**src/rtl/dmem_arbiter.sv**
```systemverilog
// dmem_arbiter: round-robin two-port arbiter and sequencer for the shared data_memory.
// Ports: clk/reset (sync, active-high); per-port request req_* with req_ready accept strobe;
// per-port rsp_valid pulse with shared rsp_err/rsp_data; held mem_* controls with one-cycle
// mem_read_en/mem_write_en pulses; mem_read_data returned by memory in the RESP cycle.
module dmem_arbiter #(
  parameter logic [31:0] MEM_BASE = 32'h0000_8000,
  parameter logic [31:0] MEM_LAST = 32'h0001_7fff,
  parameter logic [31:0] IO_LOW   = 32'h0002_fff0,
  parameter logic [31:0] IO_HIGH  = 32'h0002_ffff
) (
  input  logic             clk,
  input  logic             reset,
  input  logic [1:0]       req_valid,
  output logic [1:0]       req_ready,
  input  logic [1:0]       req_write,
  input  logic [1:0]       req_signed,
  input  logic [1:0][1:0]  req_xfer,
  input  logic [1:0][31:0] req_addr,
  input  logic [1:0][31:0] req_wdata,
  output logic [1:0]       rsp_valid,
  output logic             rsp_err,
  output logic [31:0]      rsp_data,
  output logic             mem_read_en,
  output logic             mem_write_en,
  output logic             mem_is_signed,
  output logic [1:0]       mem_xfer_size,
  output logic [31:0]      mem_address,
  output logic [31:0]      mem_write_data,
  input  logic [31:0]      mem_read_data
);
  localparam logic [1:0] XFER_BYTE = 2'b00;
  localparam logic [1:0] XFER_HALF = 2'b01;
  localparam logic [1:0] XFER_WORD = 2'b10;
  typedef enum logic [2:0] {IDLE, ISSUE, WAIT1, WAIT2, RESP, ERR} state_t;
  state_t      r_state;
  logic        r_last_grant;
  logic        r_owner;
  logic        r_write;
  logic        w_win;
  logic        w_accept;
  logic [1:0]  w_xfer;
  logic [31:0] w_addr;
  logic [32:0] w_n;
  logic [32:0] w_last;
  logic        w_bad_form;
  logic        w_in_mem;
  logic        w_in_io;
  logic        w_legal;
  // The end address is formed in 33 bits so an access near 4 GiB cannot wrap into range.
  always_comb begin
    w_win      = &req_valid ? ~r_last_grant : req_valid[1];
    w_accept   = r_state == IDLE && |req_valid && !reset;
    req_ready  = w_accept ? 2'b01 << w_win : 2'b00;
    w_addr     = req_addr[w_win];
    w_xfer     = req_xfer[w_win];
    w_n        = w_xfer == XFER_BYTE ? 33'd1 : w_xfer == XFER_HALF ? 33'd2 : 33'd4;
    w_last     = {1'b0, w_addr} + w_n - 33'd1;
    w_bad_form = (w_xfer == XFER_HALF && w_addr[0]) || (w_xfer == XFER_WORD && w_addr[1:0] != 2'b00) || w_xfer == 2'b11;
    w_in_mem   = w_addr >= MEM_BASE && w_last <= {1'b0, MEM_LAST};
    w_in_io    = req_write[w_win] && w_addr >= IO_LOW && w_last <= {1'b0, IO_HIGH};
    w_legal    = !w_bad_form && (w_in_mem || w_in_io);
    rsp_valid  = (r_state == RESP || r_state == ERR) ? 2'b01 << r_owner : 2'b00;
    rsp_err    = r_state == ERR;
    rsp_data   = (r_state == RESP && !r_write) ? mem_read_data : 32'd0;
  end
  // Memory controls are deliberately outside the reset branch so an access already
  // inside memory completes at its intended address.
  always_ff @(posedge clk) begin
    if (reset) begin
      r_state      <= IDLE;
      r_last_grant <= 1'b1;
      mem_read_en  <= 1'b0;
      mem_write_en <= 1'b0;
    end else begin
      mem_read_en  <= 1'b0;
      mem_write_en <= 1'b0;
      case (r_state)
        IDLE: if (w_accept) begin
          r_last_grant <= w_win;
          r_owner      <= w_win;
          r_write      <= req_write[w_win];
          r_state      <= w_legal ? ISSUE : ERR;
          if (w_legal) begin
            mem_address    <= w_addr;
            mem_write_data <= req_wdata[w_win];
            mem_xfer_size  <= w_xfer;
            mem_is_signed  <= req_signed[w_win];
            mem_write_en   <= req_write[w_win];
            mem_read_en    <= !req_write[w_win];
          end
        end
        ISSUE:   r_state <= WAIT1;
        WAIT1:   r_state <= WAIT2;
        WAIT2:   r_state <= RESP;
        default: r_state <= IDLE;
      endcase
    end
  end
endmodule
```
**config.mk**
```make
export PLATFORM = sky130hd
export DESIGN_NAME = dmem_arbiter
export DESIGN_NICKNAME = d
export VERILOG_FILES = /design/src/rtl/dmem_arbiter.sv
export SDC_FILE = /design/constraint.sdc
export NUM_CORES = 1
export LEC_CHECK = 0
export CAP_MARGIN = 20
export CORE_UTILIZATION = 42
export DETAILED_ROUTE_END_ITERATION = 12
export HOLD_SLACK_MARGIN = 0.12
export PLACE_DENSITY = 0.83
export SETUP_SLACK_MARGIN = 0.3
export SKIP_CTS_REPAIR_TIMING = 1
export SYNTH_ARGS = -nofsm -noshare
export SYNTH_HDL_FRONTEND = slang
export SYNTH_SLANG_ARGS = --single-unit
```
**constraint.sdc**
```tcl
create_clock -name clk -period 30.5 [get_ports clk]
set_input_delay 9.15 -clock clk [delete_from_list [all_inputs] [get_ports clk]]
set_output_delay 9.15 -clock clk [all_outputs]
set_load 0.05 [all_outputs]
```
# Word level (Yosys, flattened, before mapping)
# Index checks and enable logic that the tools add are counted.
[totals]
out_inout_bits = 106
elab_cells = 78
input_bits = 172
reg_bits = 75
[op_classes]
n_addsub = 2
n_eq_ne = 9
shifts = 2
n_lt_le_gt_ge = 5
mux = 19
reduce_logical = 26
bitwise_logic = 5
[ops]
columns = ["operator", "n"]
rows = [
  ["2-to-1 mux 32 bit", 5],
  ["adder 32 x 3 -> 33 bit", 1],
  ["less-or-equal comparator 33 x 17 -> 1 bit (second input constant)", 1],
  ["less-or-equal comparator 33 x 18 -> 1 bit (second input constant)", 1],
  ["subtractor 33 x 1 -> 33 bit (second input constant)", 1],
  ["greater-or-equal comparator 32 x 16 -> 1 bit (second input constant)", 1],
  ["greater-or-equal comparator 32 x 18 -> 1 bit (second input constant)", 1],
  ["2-to-1 mux 3 bit", 4],
  ["one-hot mux 3 bit (4 select lines)", 1],
  ["logical AND 1 bit", 9],
  ["2-to-1 mux 2 bit", 4],
  ["equality test 3 x 2 -> 1 bit (second input constant)", 2],
  ["equality test 3 bit (second input constant)", 2],
  ["2-to-1 mux 1 bit", 5],
  ["NOT 1 bit", 5],
  ["equality test 2 bit (second input constant)", 2],
  ["logical NOT 1 bit", 4],
  ["logical OR 1 bit", 4],
  ["AND reduction 2 bit", 2],
  ["AND reduction 4 bit", 1],
  ["OR reduction 4 bit", 1],
  ["left shift 1 x 1 -> 2 bit (first input constant)", 2],
  ["equality test 3 x 1 -> 1 bit (second input constant)", 1],
  ["logical NOT 3 bit", 1],
  ["other kinds (7)", 7],
]

# Depth between registers and ports, before layout
# Gate-level depths: netlist of run 1.
[logic_depth]
depth_word = 16
mapped_depth = 19
depth_no_buf = 17

# Least setup slack after synthesis of run 1
# OpenSTA, ideal clock, no wires.
[synth_timing]
path_type = "input to output"
start = "in req_valid[1]"
end = "out req_ready[1]"
n_path_buf = 3
required_ns = 21.350
slack_ns = 10.624
path_stages = 5
t_arrival_ns = 10.726
cell_sequence = "a21boi_2 buf_4 clkbuf_1 buf_1 and2_1"
[synth_via]
elab_chain_len = 4
word_cells_on_any_way = 7
classes_between = "shift (1); mux (2); reduce/logical (4)"
[synth_rtl]
columns = ["item", "line", "source"]
rows = [
  ["start, declared", "13", "input logic [1:0] req_valid,"],
  ["AND reduction 2 bit", "51", "w_win = &req_valid ? ~r_last_grant : req_valid[1];"],
  ["2-to-1 mux 1 bit *", "51", ""],
  ["via w_win", "39", "logic w_win;"],
  ["left shift 1 x 1 -> 2 bit *", "53", "req_ready = w_accept ? 2'b01 << w_win : 2'b00;"],
  ["2-to-1 mux 2 bit *", "53", ""],
  ["end, declared", "14", "output logic [1:0] req_ready,"],
]
# Mark *: on every way through the listed nets, which the timed path passes. The rest lies on a longest branch.

# Worst setup path in the final report of run 1
[layout_timing]
start = "in req_valid[0]"
end = "out req_ready[1]"
[layout_via]
elab_chain_len = 4
word_cells_on_any_way = 7
classes_between = "shift (1); mux (2); reduce/logical (4)"
[layout_rtl]
columns = ["item", "line"]
rows = [
  ["AND reduction 2 bit or OR reduction 2 bit (tied branches)", "51, 52"],
  ["2-to-1 mux 1 bit or logical AND 1 bit (tied branches)", "51, 52"],
  ["left shift 1 x 1 -> 2 bit or logical AND 1 bit (tied branches)", "53, 52"],
  ["2-to-1 mux 2 bit *", "53"],
]
# Mark *: on every way between the ends. The rest lies on a longest branch, timed or not.

==> results by group, run 1 <==
Place
  – Post-placement setup slack: 10030 ps
  – HPWL after DPL: 16100 µm
  – Routability Congestion: 0.941
  – Number of buffer cells added on primary ports: 277
  – Placed cell area: approximately 9000 µm²

Setup path
  – Depth of the worst register-to-register path: 16
  – Gate family responsible for the most delay along the worst path: buffers and inverters
  – Largest driver fanout on the critical path: 5
  – Critical Path Sink: req_ready[1]
  – Number of buffer and inverter stages on the critical path: 3
  – Slack of the worst reg-to-reg path: 24150 ps
  – Max incr delay on CP: 810 ps
  – Count of cell instances traversed by the critical path: 6
  – Worst flop-to-flop path startpoint: r_last_grant$_SDFFE_PP1P_
  – Crit Path Category: in -> out
  – Arr. time, crit path: 11330 ps
  – Reg2Reg Capture Point: mem_address[5]$_DFFE_PP_
  – Required @ worst endpoint: 21350 ps
  – Critical path's slowest cell: sky130_fd_sc_hd__clkdlybuf4s50_1
  – Critical path, cell by cell: clkdlybuf4s50_1 -> nor2_1 -> or3_1 -> inv_1 -> and2_1 -> clkdlybuf4s50_1
  – Start point of the critical path: req_valid[0]
  – Crit path capture type: output port
  – Worst Setup Start Kind: input pin
  – CP most frequent cell: sky130_fd_sc_hd__clkdlybuf4s50_1

Power and ir drop
  – Worst voltage drop across the vdd grid: 0.0268 mV
  – Static Leakage: around 0.0036 µW
  – Power per Cell Area: 39.3 nW/µm²

Synthesis
  – Ys Warns: 0
  – Synthesized-area fraction occupied by ao, oa, aoi and oai cells: 15.2%
  – Syn Inst Count: 584
  – Mux cell area share after synthesis: 13.5%
  – Combinational family with the most area after synthesis: simple AND/OR/NAND/NOR gates
  – Post-synthesis average cell area: around 10 µm²
  – Number of nets in the synthesized netlist: 816
  – Share of synthesized cell area in and, or, nand and nor gates: between 10% and 20%
  – Synth Register Bits: 75
  – Post-synthesis cell type with the largest combined area: sky130_fd_sc_hd__edfxtp_1
  – Post-synth top area share: 34.6%
  – Post-synth EDFFs: 69
  – Adder and majority cell fraction of the synthesized area: 12.7%
  – Number of different library cells in the post-synthesis netlist: between 70 and 80
  – Post-synth top flop: sky130_fd_sc_hd__edfxtp_1
  – Post-synthesis sequential area ratio: 36.6%
  – Area share of xor/xnor cells in the synthesized design: 1.02%
  – Synth async-reset ratio: 0%
  – Area of the mapped netlist: 5990 µm²
  – Top area cells in the synthesized netlist: sky130_fd_sc_hd__edfxtp_1, sky130_fd_sc_hd__ha_1, sky130_fd_sc_hd__mux2_2

Clocking
  – TritonCTS clock tree: done
  – Clock transition at the registers of the reported paths: 60 ps
  – Clk Latency, worst-skew pair: between 300 and 400 ps
  – Number of buffers created by CTS: 9
  – Largest buffer count on any clock path: 2
  – Buffer type at the clock tree root: sky130_fd_sc_hd__clkbuf_16
  – Count of H-tree levels built during CTS: 3
  – Number of sinks handled by clock tree synthesis: 75

Floorplan
  – Total die area: between 10000 and 15000 µm²
  – Chip Width: 121 µm
  – Row Count: 43
  – Total I/O pin count: 278
  – Initial core utilization: 43.1%
  – DIE HEIGHT: around 120 µm
  – Placeable core region: 13900 µm²

STA
  – Maximum frequency from static timing analysis: slightly below 50 MHz
  – Clk_skew: 6.91 ps
  – Slew at the pin closest to its max-slew limit: 865 ps
  – Final worst path period share: 67.1%
  – Minimum period implied by the final worst setup slack: 20480 ps
  – Final Worst Setup Slack: 10020 ps
  – RSZ-0062 raised after global routing: no
  – Number of hold-slack violations in the final timing report: 0
  – Worst slew margin relative to its limit: 42.3%
  – Fin. max-slew vios: 0
  – Total of endpoints with negative setup slack in the final report: 0
  – Hold WS: ~500 ps
  – Total negative setup slack: 0 ps

Cells and area
  – Top library cells by usage in the layout, fill and taps aside: sky130_fd_sc_hd__clkdlybuf4s50_1, sky130_fd_sc_hd__edfxtp_1, sky130_fd_sc_hd__inv_1, sky130_fd_sc_hd__ha_1, sky130_fd_sc_hd__mux2_2
  – Fin area: 9240 µm²
  – Syn-to-layout area delta: 54.4%
  – Filler Cell Count: 1130
  – Core utilization of the finished layout: 66.6%
  – Most common cell after layout, fill and taps aside: sky130_fd_sc_hd__clkdlybuf4s50_1
  – Sequential Area: 2190 µm²
  – Number of nets in the final layout: 1090
  – Proportion of layout cells with a drive suffix above 1: under 10%
  – Area occupied by multi-input gates: 3500 µm²

Global route
  – Tot GR Track Use: 26.1%
  – Global route total overflow: 0
  – Antenna violations before repair: 2
  – Via count of the first global-routing pass: 5383
  – First-pass GRT wire length: 29100 µm
  – Maximum number of pins on one net before global-route repair: 68

Outcome
  – Status: finished, final reports clean

Hold path
  – Class of the tightest hold or removal check: reg -> reg

Route
  – Antenna Nets Post-Route: 0
  – Via density: about 5.4
  – DRT Pass-1 Iters: 6
  – Number of remaining DRC errors: 0
  – Total number of vias: between 5000 and 6000
  – Number of violations reported at the end of detailed-routing iteration 0: 507
  – Final Routed Wirelength: 19500 µm
  – Average wire per cell in the routed design: 18.7 µm

Job
  – Number of max-cap violations: 0
[sequential cells by signal, indices dropped and copies added, names as in the netlist]
register / flops
mem_read_en: 1
mem_is_signed: 1
mem_write_en: 1
mem_address: 32
r_write: 1
mem_write_data: 32
r_owner: 1
mem_xfer_size: 2
r_last_grant: 1
r_state: 3
[synthesized netlist by cell type, drive strengths merged, types with 6 or more instances]
cell type  number
nor2           21
nand2b         12
edfxtp         69
a211oi          7
a21o            9
and2           35
o21a            7
nor2b           6
nor4            8
mux2i          30
nand4           7
a21oi          28
nand2          29
ha             59
clkbuf          6
mux2           45
or3             6
nor3           12
nand3           8
dfxtp           6
inv            62
o21ai          15
buf            12
[worst min-delay path by stage]
stage | start | end | depth (start not counted)
after floorplan | r_state[2]$_SDFFE_PP0P_ | r_state[1]$_SDFFE_PP0P_ | 1
after global placement | r_state[2]$_SDFFE_PP0P_ | r_state[1]$_SDFFE_PP0P_ | 1
after detailed placement | r_state[2]$_SDFFE_PP0P_ | r_state[1]$_SDFFE_PP0P_ | 1
after CTS | r_state[2]$_SDFFE_PP0P_ | r_state[1]$_SDFFE_PP0P_ | 1
after global routing | r_state[2]$_SDFFE_PP0P_ | r_state[1]$_SDFFE_PP0P_ | 1
final | r_state[2]$_SDFFE_PP0P_ | r_state[1]$_SDFFE_PP0P_ | 1
[kinds of logic (layout without fill, tap and decap cells)]
kind of cell / Yosys count / count (layout)
fa+ha+maj: 60 / 60
other cells: 0 / 2
compound gates: 122 / 122
xor+xnor: 7 / 7
flops: 75 / 75
mux: 75 / 75
buf+inv: 81 / 360
simple gates: 164 / 164
[layer usage]
layer / vias up / wire [µm] / global-route usage [%]
li1: 2708 / - / -
met4: 0 / 578 / 10.2
met1: 2671 / 8290 / 33.9
met3: 42 / 1210 / 5.08
met5: - / 0 / 0
met2: 203 / 9460 / 42.6
[metrics by stage]
stage / power [µW] / instances
CTS: 364 / 1043
global route: 382 / 1045
global placement: 261 / 1027
floorplan: 211 / 584
detailed placement: 262 / 1027
finish: 363 / 1045
[where the power goes]
group	switching, µW	internal, µW	total, µW
combinational	80.1	67.0	147
sequential	1.03	114	115
clock	44.3	56.3	101
[layout make-up]
class,instances,area share [%]
multi-input cells,428,37.8
repair buffers,281,30.3
flip-flops and latches,75,23.7
inverters,63,2.56
clock buffers,9,2.44
well taps,180,2.44
clock inverters,7,0.636
diodes,2,0.0541
No activity file was read; power rests on OpenSTA's default activity.
==> inputs of run 2 (changes only) <==
--- a/config.mk
+++ b/config.mk
@@ -6,10 +6,10 @@
 export NUM_CORES = 1
 export LEC_CHECK = 0
 export CAP_MARGIN = 20
-export CORE_UTILIZATION = 42
+export CORE_UTILIZATION = 38
 export DETAILED_ROUTE_END_ITERATION = 12
 export HOLD_SLACK_MARGIN = 0.12
-export PLACE_DENSITY = 0.83
+export PLACE_DENSITY = 0.8
 export SETUP_SLACK_MARGIN = 0.3
 export SKIP_CTS_REPAIR_TIMING = 1
 export SYNTH_ARGS = -nofsm -noshare
==> constraint.sdc (replaced) <==
create_clock -name clk -period 17 [get_ports clk]
set_input_delay 5.1 -clock clk [delete_from_list [all_inputs] [get_ports clk]]
set_output_delay 5.1 -clock clk [all_outputs]
set_load 0.05 [all_outputs]
==> results by group, run 2 (synthesized netlist as in run 1, its figures left out) <==
Outcome
  – Status: finished, final reports clean (unchanged)

Floorplan
  – Placeable core region: 15300 µm² (was 13900 µm²)
  – DIE HEIGHT: 128 µm (was 121 µm)
  – Row Count: 45 (was 43)
  – Total I/O pin count: 278 (unchanged)
  – Chip Width: 128 µm (was 121 µm)
  – Total die area: 16300 µm² (was 14700 µm²)
  – Initial core utilization: 39.1% (was 43.1%)

Clocking
  – Buffer type at the clock tree root: sky130_fd_sc_hd__clkbuf_16 (unchanged)
  – Clock transition at the registers of the reported paths: 60 ps (about the same)
  – Count of H-tree levels built during CTS: 3 (unchanged)
  – Number of buffers created by CTS: 9 (unchanged)
  – TritonCTS clock tree: done (unchanged)
  – Number of sinks handled by clock tree synthesis: 75 (unchanged)
  – Largest buffer count on any clock path: 2 (unchanged)
  – Clk Latency, worst-skew pair: 340 ps (about the same)

Setup path
  – Arr. time, crit path: 7390 ps (was 11330 ps)
  – Gate family responsible for the most delay along the worst path: buffers and inverters (unchanged)
  – Number of buffer and inverter stages on the critical path: 2 (was 3)
  – Worst flop-to-flop path startpoint: r_last_grant$_SDFFE_PP1P_ (unchanged)
  – Reg2Reg Capture Point: mem_address[29]$_DFFE_PP_ (was mem_address[5]$_DFFE_PP_)
  – Slack of the worst reg-to-reg path: 10740 ps (was 24150 ps)
  – Critical Path Sink: req_ready[1] (unchanged)
  – Required @ worst endpoint: 11900 ps (was 21350 ps)
  – Critical path's slowest cell: sky130_fd_sc_hd__clkdlybuf4s50_1 (unchanged)
  – Max incr delay on CP: 820 ps (was 810 ps)
  – Worst Setup Start Kind: input pin (unchanged)
  – Count of cell instances traversed by the critical path: 4 (was 6)
  – Largest driver fanout on the critical path: 21 (was 5)
  – Depth of the worst register-to-register path: 15 (was 16)
  – Crit path capture type: output port (unchanged)
  – Critical path, cell by cell: clkdlybuf4s50_1 -> a21boi_4 -> and2_1 -> clkdlybuf4s50_1 (was clkdlybuf4s50_1 -> nor2_1 -> or3_1 -> inv_1 -> and2_1 -> clkdlybuf4s50_1)
  – Crit Path Category: in -> out (unchanged)
  – CP most frequent cell: sky130_fd_sc_hd__clkdlybuf4s50_1 (unchanged)
  – Start point of the critical path: req_valid[1] (was req_valid[0])

Cells and area
  – Number of nets in the final layout: 1089 (was 1090)
  – Proportion of layout cells with a drive suffix above 1: 9.63% (was 9.73%)
  – Syn-to-layout area delta: 55.0% (was 54.4%)
  – Final standard cell count with taps included and fillers excluded: 1075 (was 1045)
  – Most common cell after layout, fill and taps aside: sky130_fd_sc_hd__clkdlybuf4s50_1 (unchanged)
  – Fin area: 9280 µm² (was 9240 µm²)
  – Top library cells by usage in the layout, fill and taps aside: sky130_fd_sc_hd__clkdlybuf4s50_1, sky130_fd_sc_hd__edfxtp_1, sky130_fd_sc_hd__inv_1, sky130_fd_sc_hd__ha_1, sky130_fd_sc_hd__mux2_2 (unchanged)
  – Largest registers: mem_address: 32 flops, mem_write_data: 32 flops, r_state: 3 flops (unchanged)
  – Area occupied by multi-input gates: 3500 µm² (unchanged)
  – Sequential Area: 2190 µm² (unchanged)
  – Filler Cell Count: 1311 (was 1130)

Global route
  – First-pass GRT wire length: 28900 µm (was 29100 µm)
  – Tot GR Track Use: 23.3% (was 26.1%)
  – Antenna violations before repair: 2 (unchanged)
  – Maximum number of pins on one net before global-route repair: 68 (unchanged)
  – Global route total overflow: 0 (unchanged)
  – Via count of the first global-routing pass: 5224 (was 5383)

STA
  – Slew at the pin closest to its max-slew limit: 876 ps (was 865 ps)
  – Minimum period implied by the final worst setup slack: about 12000 ps
  – Worst slew margin relative to its limit: 41.6% (was 42.3%)
  – Total of endpoints with negative setup slack in the final report: 0 (unchanged)
  – Clk_skew: 8.57 ps (was 6.91 ps)
  – Maximum frequency from static timing analysis: 80.0 MHz
  – Final Worst Setup Slack: 4510 ps (was 10020 ps)
  – Fin. max-slew vios: 0 (unchanged)
  – RSZ-0062 raised after global routing: no (unchanged)
  – Number of hold-slack violations in the final timing report: 0 (unchanged)
  – Final worst path period share: 73.5%
  – Total negative setup slack: 0 ps (unchanged)

Route
  – Number of violations reported at the end of detailed-routing iteration 0: 429 (was 507)
  – Total number of vias: 5571 (was 5624)
  – Via density: 5.18 (was 5.38)
  – Final Routed Wirelength: 19400 µm (was 19500 µm)
  – DRT Pass-1 Iters: 5 (was 6)
  – Antenna Nets Post-Route: 0 (unchanged)
  – Average wire per cell in the routed design: 18.1 µm (was 18.7 µm)
  – Number of remaining DRC errors: 0 (unchanged)

Place
  – Post-placement setup slack: 4500 ps (was 10030 ps)
  – Placed cell area: 8980 µm² (was 8950 µm²)
  – Count of placed standard cells including taps: 1057 (was 1027)
  – Number of buffer cells added on primary ports: 277 (unchanged)
  – HPWL after DPL: 16000 µm (was 16100 µm)
  – Routability Congestion: 0.922 (was 0.941)

Power and ir drop
  – Static Leakage: 0.00361 µW (about the same)
  – Worst voltage drop across the vdd grid: 0.0466 mV (was 0.0268 mV)
  – Power per Cell Area: 70.5 nW/µm² (was 39.3 nW/µm²)
  – Total chip power: 654 µW (was 363 µW)

Job
  – Number of max-cap violations: 0 (unchanged)

Hold path
  – Class of the tightest hold or removal check: reg -> reg (unchanged)
  – HP Start: r_state[2]$_SDFFE_PP0P_ (unchanged)
-- run 2: where the power goes --
| group | switching [µW] | internal, µW | leakage, µW |
|---|---|---|---|
| logic | 143 | 120 | 0.00279 |
| clock network | 82.3 | 102 | 0.000143 |
| registers | 1.94 | 205 | 0.000670 |
| total | 227 | 427 | 0.00361 |
-- run 2: final cells by class --
| class | instances | area share (%) |
|---|---|---|
| Clock buffer | 9 | 2.43 |
| Timing Repair Buffer | 280 | 30.1 |
| Clock inverter | 7 | 0.688 |
| Multi-Input combinational cell | 428 | 37.7 |
| Inverter | 63 | 2.55 |
| Tap cell | 211 | 2.85 |
| Sequential cell | 75 | 23.6 |
| Antenna cell | 2 | 0.0539 |
-- run 2: worst min-delay path by stage --
stage	to	slack, ps	cells after the start
after floorplan	r_state[1]$_SDFFE_PP0P_	460	1
after global placement	r_state[1]$_SDFFE_PP0P_	490	1
after detailed placement	r_state[1]$_SDFFE_PP0P_	500	1
after CTS	r_state[1]$_SDFFE_PP0P_	520	1
after global routing	r_state[1]$_SDFFE_PP0P_	540	1
final	r_state[1]$_SDFFE_PP0P_	520	1
-- run 2: per-layer routing --
metal | up-vias | GRT usage (%) | share of wire (%)
li1 | 2717 | - | -
met1 | 2644 | 29.4 | 43
met2 | 197 | 40.8 | 50
met3 | 13 | 4.23 | 6.4
met4 | 0 | 5.74 | 1.1
met5 | - | 0 | 0
-- run 2: stage by stage --
stage	util (%)	hold WS [ps]
detailed placement	58.7	502
CTS	60.6	516
finish	60.6	525
global route	60.6	545
global placement	58.7	486
floorplan	-	461
-- run 2: worst register-to-register path, stage by stage, from the launching register on --
cell,delay [ps]
sky130_fd_sc_hd__dfxtp_1,350
sky130_fd_sc_hd__a21boi_4,660
sky130_fd_sc_hd__buf_4,750
sky130_fd_sc_hd__mux2i_1,510
sky130_fd_sc_hd__inv_1,180
sky130_fd_sc_hd__ha_1,500
sky130_fd_sc_hd__a21oi_1,140
sky130_fd_sc_hd__o21ai_1,380
sky130_fd_sc_hd__mux2_2,390
sky130_fd_sc_hd__a221o_1,260
sky130_fd_sc_hd__nor4_1,300
sky130_fd_sc_hd__nand4_1,160
sky130_fd_sc_hd__nor4_2,200
sky130_fd_sc_hd__nand4_2,240
sky130_fd_sc_hd__nor2_4,140
sky130_fd_sc_hd__buf_4,670
